`config.mk`:
```
export PLATFORM = sky130hd
export DESIGN_NAME = slow_multiplication
export DESIGN_NICKNAME = d
export VERILOG_FILES = /design/src/rtl/slow_multiplication_stage.sv /design/src/rtl/slow_multiplication.sv
export SDC_FILE = /design/constraint.sdc
export NUM_CORES = 1
export LEC_CHECK = 0
export BUFFER_PORTS_ARGS = -buffer_cell sky130_fd_sc_hd__buf_2
export CORE_ASPECT_RATIO = 2
export CORE_MARGIN = 2
export CORE_UTILIZATION = 56
export DETAILED_ROUTE_END_ITERATION = 16
export GPL_TIMING_DRIVEN = 0
export PLACE_DENSITY = 0.87
export SYNTH_ARGS = -nofsm -noshare
export SYNTH_HDL_FRONTEND = slang
export SYNTH_SLANG_ARGS = --single-unit
```
`constraint.sdc`:
```
create_clock -name clk -period 5.2 [get_ports clk]
set_input_delay 0.26 -clock clk [delete_from_list [all_inputs] [get_ports clk]]
set_output_delay 0.26 -clock clk [all_outputs]
set_load 0.05 [all_outputs]
```
`src/rtl/slow_multiplication_stage.sv`:
```
// One shift-and-add step: moves the multiplicand left, the multiplier right,
// and adds the multiplicand into the running sum when the multiplier LSB is set.
module slow_multiplication_stage #(
    parameter int WIDTH = 8
) (
    input  logic [2*WIDTH-1:0] in_1_i,
    input  logic [WIDTH-1:0]   in_2_i,
    input  logic [2*WIDTH-1:0] acc_i,
    output logic [2*WIDTH-1:0] in_1_o,
    output logic [WIDTH-1:0]   in_2_o,
    output logic [2*WIDTH-1:0] acc_o
);

    assign in_1_o = in_1_i << 1;
    assign in_2_o = in_2_i >> 1;
    assign acc_o  = acc_i + (in_2_i[0] ? in_1_i : '0);

endmodule

```
`src/rtl/slow_multiplication.sv`:
```
// Pipelined unsigned shift-and-add multiplier: WIDTH stages, one product per
// clock, product appears on out WIDTH enabled clocks after operands are sampled.
module slow_multiplication #(
    parameter int WIDTH = 8
) (
    input  logic               clk,
    input  logic               reset,
    input  logic               enable,
    input  logic [WIDTH-1:0]   in_1,
    input  logic [WIDTH-1:0]   in_2,
    output logic [2*WIDTH-1:0] out
);

    localparam int PW = 2 * WIDTH;
    localparam int NS = WIDTH - 1;

    logic [PW-1:0]    in_1_shift   [NS];
    logic [WIDTH-1:0] in_2_shift   [NS];
    logic [PW-1:0]    tmp_result   [NS];
    logic [PW-1:0]    in_1_shift_d [NS];
    logic [WIDTH-1:0] in_2_shift_d [NS];
    logic [PW-1:0]    tmp_result_d [NS];
    logic [PW-1:0]    out_d;

    genvar gi;
    generate
        for (gi = 0; gi < NS; gi++) begin : g_stage
            if (gi == 0) begin : g_first
                // Stage 0 takes the raw operands with an empty accumulator.
                slow_multiplication_stage #(.WIDTH(WIDTH)) u_stage (
                    .in_1_i ({{WIDTH{1'b0}}, in_1}),
                    .in_2_i (in_2),
                    .acc_i  ('0),
                    .in_1_o (in_1_shift_d[gi]),
                    .in_2_o (in_2_shift_d[gi]),
                    .acc_o  (tmp_result_d[gi])
                );
            end else begin : g_mid
                slow_multiplication_stage #(.WIDTH(WIDTH)) u_stage (
                    .in_1_i (in_1_shift[gi-1]),
                    .in_2_i (in_2_shift[gi-1]),
                    .acc_i  (tmp_result[gi-1]),
                    .in_1_o (in_1_shift_d[gi]),
                    .in_2_o (in_2_shift_d[gi]),
                    .acc_o  (tmp_result_d[gi])
                );
            end
        end
    endgenerate

    // The last step needs only the sum, so it is folded into the output register.
    assign out_d = tmp_result[NS-1] + (in_2_shift[NS-1][0] ? in_1_shift[NS-1] : '0);

    always_ff @(posedge clk or posedge reset) begin
        if (reset) begin
            for (int i = 0; i < NS; i++) begin
                in_1_shift[i] <= '0;
                in_2_shift[i] <= '0;
                tmp_result[i] <= '0;
            end
            out <= '0;
        end else if (enable) begin
            for (int i = 0; i < NS; i++) begin
                in_1_shift[i] <= in_1_shift_d[i];
                in_2_shift[i] <= in_2_shift_d[i];
                tmp_result[i] <= tmp_result_d[i];
            end
            out <= out_d;
        end
    end

endmodule

```
Word-level counts from Yosys, hierarchy flattened
Cells that the tools add are included.
- logic and storage cells: 37
- input bits: 19
- bits in registers: 212
- muxes and demuxes: 8
- add/sub/neg operators: 7
- operators by type and width (operator ; count):
    $add 16x10->16 ; 1
    $add 16x11->16 ; 1
    $add 16x12->16 ; 1
    $add 16x13->16 ; 1
    $add 16x14->16 ; 1
    $add 16x15->16 ; 1
    $add 16x9->16 ; 1
    $mux 15 ; 1
    $mux 14 ; 1
    $mux 13 ; 1
    $mux 12 ; 1
    $mux 11 ; 1
    $mux 10 ; 1
    $mux 9 ; 1
    $mux 8 ; 1

Longest topological paths before layout
- word-level depth: 2
- depth in mapped cells: 9
- depth with buffers taken out: 9

By module
A second synthesis with hierarchy kept.
- cells, all modules: 1759
- area total of the unflattened synthesis: 19085.8 µm²
- by module, submodules not included (module ; cells an instance ; area each (µm²) ; seq. area each (µm²) ; instances):
    slow_multiplication ; 752 ; 11564.8 ; 7231.9 ; 1
    slow_multiplication_stage at g_stage[3].g_mid.u_stage ... ; 149 ; 1117.3 ; 0.0 ; 4
    slow_multiplication_stage at g_stage[0].g_first.u_stage ... ; 137 ; 1017.2 ; 0.0 ; 3

Worst setup path after synthesis
Ideal clock, no wire load.
- path type: register -> register
- from: reg in_2_shift[48] (netlist name)
- to: reg tmp_result[87] (netlist name)
- required time: 5075 ps
- stages on the path, launching flop included: 9
- arrival: 2142 ps
- setup time: 125 ps
- slack: 2933 ps
- path buffers: 0
- cell sequence: dfrtp_1 -> and2_1 -> ha_1 -> fa_1 -> a21o_1 -> a311o_1 -> a21oi_2 -> xnor2_1 -> mux2_4
- word-level cells in the longest chain between the ends: 2
- ends and longest elaborated chain (what ; RTL line ; source):
    from (decl) ; slow_multiplication.sv:18 ; logic [WIDTH-1:0] in_2_shift [NS];
    from (signal, indexed assignment) ; slow_multiplication.sv:65 ; in_2_shift[i] <= in_2_shift_d[i];
    $mux 9 ; slow_multiplication_stage.sv:16 ; assign acc_o = acc_i + (in_2_i[0] ? in_1_i : '0);
    $add 16x9->16 ; slow_multiplication_stage.sv:16 ;
    to (signal, indexed assignment) ; slow_multiplication.sv:66 ; tmp_result[i] <= tmp_result_d[i];
    to (decl) ; slow_multiplication.sv:19 ; logic [PW-1:0] tmp_result [NS];
Every way passes these cells.
A chain may end at the register's enable or synchronous reset.

Worst setup path in the final report
- from: reg in_2_shift[32] (netlist name)
- to: reg tmp_result[59] (netlist name)
- word-level cells in the longest chain between the ends: 2
- ends and longest elaborated chain (what ; RTL line):
    $mux 11 ; slow_multiplication_stage.sv:16
    $add 16x11->16 ; slow_multiplication_stage.sv:16
Every way passes these cells.

==> results.ini <==
[outcome]
status=finished, final reports clean

[layout]
drive_above_1_share_pct=27.02
diodes=0
area_growth_syn_to_layout_pct=12.22
n_fill_cell=1162
layout.nets=897

[clock_tree]
cts_buffers=17
post_cts_buffers=0
cts_resized=0
ctsHtreeMaxLevel=4
clock-root-buffer=clkbuf_16
clk_pin_slew_ns=0.08
clockBufferDepth=2
cts_tree=yes
clock_latency_ns=0.43
cts_sinks=183
cts_hold_buf=1

[pwr]
p_leak_uw=0.004590
seqPwrFrac_pct=39.0
cellPowerDensity_nw_per_um2=550.6
max-vdd-ir-drop_v=0.0003574
p_switching_uw=2118
internal_power_uw=3537
total_power_uw=5656
swShare_pct=37.46
p_clk_share_pct=23.2
power_frac_comb_pct=37.8

[route]
dr.pass1.iters=5
top_layer_used=met4
via_per_inst=6.110
ant_nets=0
wl_um=20590
vias=6312
wl_met3_um=941
wl_met1_um=7841
drt_iter0_drc=526
routedWlPerCell_um=19.93
route.met2.wl_um=10950
drc=0

[yosys]
synthDistinctLibCells=36
syn_area_um2=9153
synth-seq-area-share_pct=50.03
ys_warn_count=0
ys_ff_latch=183
syn_inst=759
syn_area_per_cell_um2=12.06
syn-num-nets=840

[setup_path]
crit_fanout=9
critical_path_arrival_ns=2.84
rrSetupSlack_ns=2.65
cp-start-kind=register
required_ns=5.49
r2r_cells=8
reg2reg_to=tmp_result[59]
rr_startpoint=in_2_shift[32]
cp-end-kind=register
crit_type=register to register

[floorplanning]
start_util_pct=56.84
ioPinCount=35
die_area_um2=17440
die_x_um=94.40
die_h_um=184.8
core_area_um2=16100
rows=66

[global_routing]
overflow=0
antenna_found_initial=0
grt_max_degree=46
grt_usage_pct=25.38
grt_pass1_vias=6816
grt_pass1_wl_um=34150

[flow_run]
drv_cap=0

[min_path]
hold_depth=2
hold_end=in_2_shift[48]
hold_start=in_2[1]
hold_class=primary input to register

[place]
place_congestion=0.9056
io_buffers=33
hpwl_um=14100

[timing]
tns_ns=0
slew_viol_final=0
finClkSkew_ns=0.01036
rsz0062_at_grt=false
fmax_mhz=391.6
fin_crit_sh_pct=49.11
hold_viol=0
setup_viol=0
worst_pin_slew_ns=0.8495
relSlewSlack_pct=43.37
layout_min_cycle_time_ns=2.553

==> power by group through the flow <==
stage | Clock (µW) | Combinational [µW] | Sequential (µW)
2_1_floorplan | 0 | 1450 | 2320
3_3_place_gp | 0 | 1960 | 2190
3_5_place_dp | 0 | 2060 | 2220
4_1_cts | 1330 | 2130 | 2200
5_1_grt | 1380 | 2350 | 2250
6_report | 1310 | 2140 | 2200
==> per-layer routing <==
| metal | up-vias | global-route usage (%) |
|---|---|---|
| met5 | - | 0 |
| met4 | 0 | 11.71 |
| met3 | 63 | 4.434 |
| met2 | 192 | 44.26 |
| met1 | 3198 | 30.12 |
| li1 | 2859 | - |
==> flip-flops by register name (all words and copies together), names as in the netlist <==
register and count:
out 16, tmp_result 83, in_1_shift 56, in_2_shift 28
==> final cells by class <==
cell class,count,area [µm²],area share [%]
multi-input cells,527,4370,42.55
inverters,23,90.09,0.8771
well taps,204,255.2,2.485
plain buffers,26,116.4,1.133
clock buffers,17,425.4,4.142
repair buffers,38,255.2,2.485
flip-flops and latches,183,4579,44.59
clock inverters,15,178.9,1.742
==> cell usage after synthesis <==
library cell | n | area share, %
ha_1 | 55 | 7.5
o21a_1 | 2 | 0.16
o21bai_1 | 8 | 0.66
and3b_1 | 5 | 0.48
inv_1 | 23 | 0.94
nor3_1 | 26 | 1.4
buf_1 | 2 | 0.082
xor2_1 | 5 | 0.48
xnor2_1 | 18 | 1.7
nand2_1 | 18 | 0.74
clkbuf_2 | 1 | 0.055
nand2b_1 | 1 | 0.068
nand3_1 | 8 | 0.44
a21o_1 | 14 | 1.1
clkbuf_1 | 9 | 0.37
dfrtp_1 | 183 | 50
a211oi_1 | 19 | 1.6
nor2b_1 | 6 | 0.41
mux2_2 | 136 | 17
o31a_1 | 1 | 0.096
mux2_4 | 1 | 0.16
a21oi_1 | 20 | 1.1
o21ai_1 | 2 | 0.11
and2_1 | 55 | 3.8
o211ai_1 | 15 | 1.2
a221oi_1 | 1 | 0.096
o21ai_0 | 41 | 2.2
fa_1 | 7 | 1.5
a31o_1 | 1 | 0.096
nor2_1 | 34 | 1.4
buf_2 | 14 | 0.77
a311o_1 | 1 | 0.11
a31oi_1 | 12 | 0.82
a211oi_2 | 1 | 0.14
o2bb2ai_1 | 13 | 1.2
a21oi_2 | 1 | 0.096
==> worst max-delay path by stage <==
stage          depth (start not counted)         endpoint  slack (ns)            from
2_1_floorplan                          1  in_1_shift[100]        2.59           reset
3_3_place_gp                           2           out[7]        1.58           reset
3_5_place_dp                           8   tmp_result[87]        2.73  in_2_shift[48]
4_1_cts                                8   tmp_result[12]        2.69   in_2_shift[8]
5_1_grt                                8   tmp_result[12]        2.49   in_2_shift[8]
6_report                               8   tmp_result[59]        2.65  in_2_shift[32]
==> per-stage QoR <==
step / util, % / cell area, µm² / std cells / hold WS, ns / worst slack [ns]
global placement: 59.47 / 9577 / 996 / 0.4661 / 1.583
global route: 63.78 / 10270 / 1033 / 0.05166 / 2.495
CTS: 63.78 / 10270 / 1033 / 0.04838 / 2.686
floorplan: - / 9156 / 759 / 0.3985 / 2.589
detailed placement: 59.97 / 9657 / 1000 / 0.3669 / 2.730
finish: 63.78 / 10270 / 1033 / 0.05287 / 2.647
==> logic make-up (layout without fill, tap and decap cells) <==
group | count (synthesis) | after routing | synth area share (%)
DFF | 183 | 183 | 50.03
and+or+nand+nor | 153 | 153 | 8.708
AOI/OAI and AO/OA | 152 | 152 | 10.90
muxes | 137 | 137 | 16.90
adders and majority gates | 62 | 62 | 9.050
buffers and inverters | 49 | 119 | 2.215
xor gates and xnor gates | 23 | 23 | 2.201
==> critical path: stages (launching register included) <==
cell	delay [ns]
dfrtp_1	0.50
and2_1	0.22
ha_1	0.22
fa_1	0.43
a21oi_1	0.36
o211ai_1	0.17
and3b_1	0.22
o21ai_0	0.18
a31oi_1	0.12
==> layout by cell type (no fill, tap or decap), types with 2 or more instances in the layout <==
cell type	netlist	layout
clkinvlp_4	0	4
a31oi_1	12	12
and2_1	55	55
a21o_1	14	14
o21ai_1	2	2
o21a_1	2	2
mux2_2	136	136
ha_1	55	55
buf_1	2	2
inv_1	23	22
a21oi_1	20	20
nand3_1	8	8
o211ai_1	15	15
xnor2_1	18	18
nand2_1	18	18
dfrtp_1	183	183
nor2_1	34	34
clkinv_8	0	2
fa_1	7	7
clkbuf_16	0	17
and3b_1	5	5
a211oi_1	19	19
o21bai_1	8	8
o21ai_0	41	41
clkbuf_1	9	9
buf_12	0	4
nor3_1	26	26
nor2b_1	6	6
o2bb2ai_1	13	13
inv_6	0	2
inv_8	0	6
buf_2	14	47
xor2_1	5	5
Power figures use the tool's default switching activity.
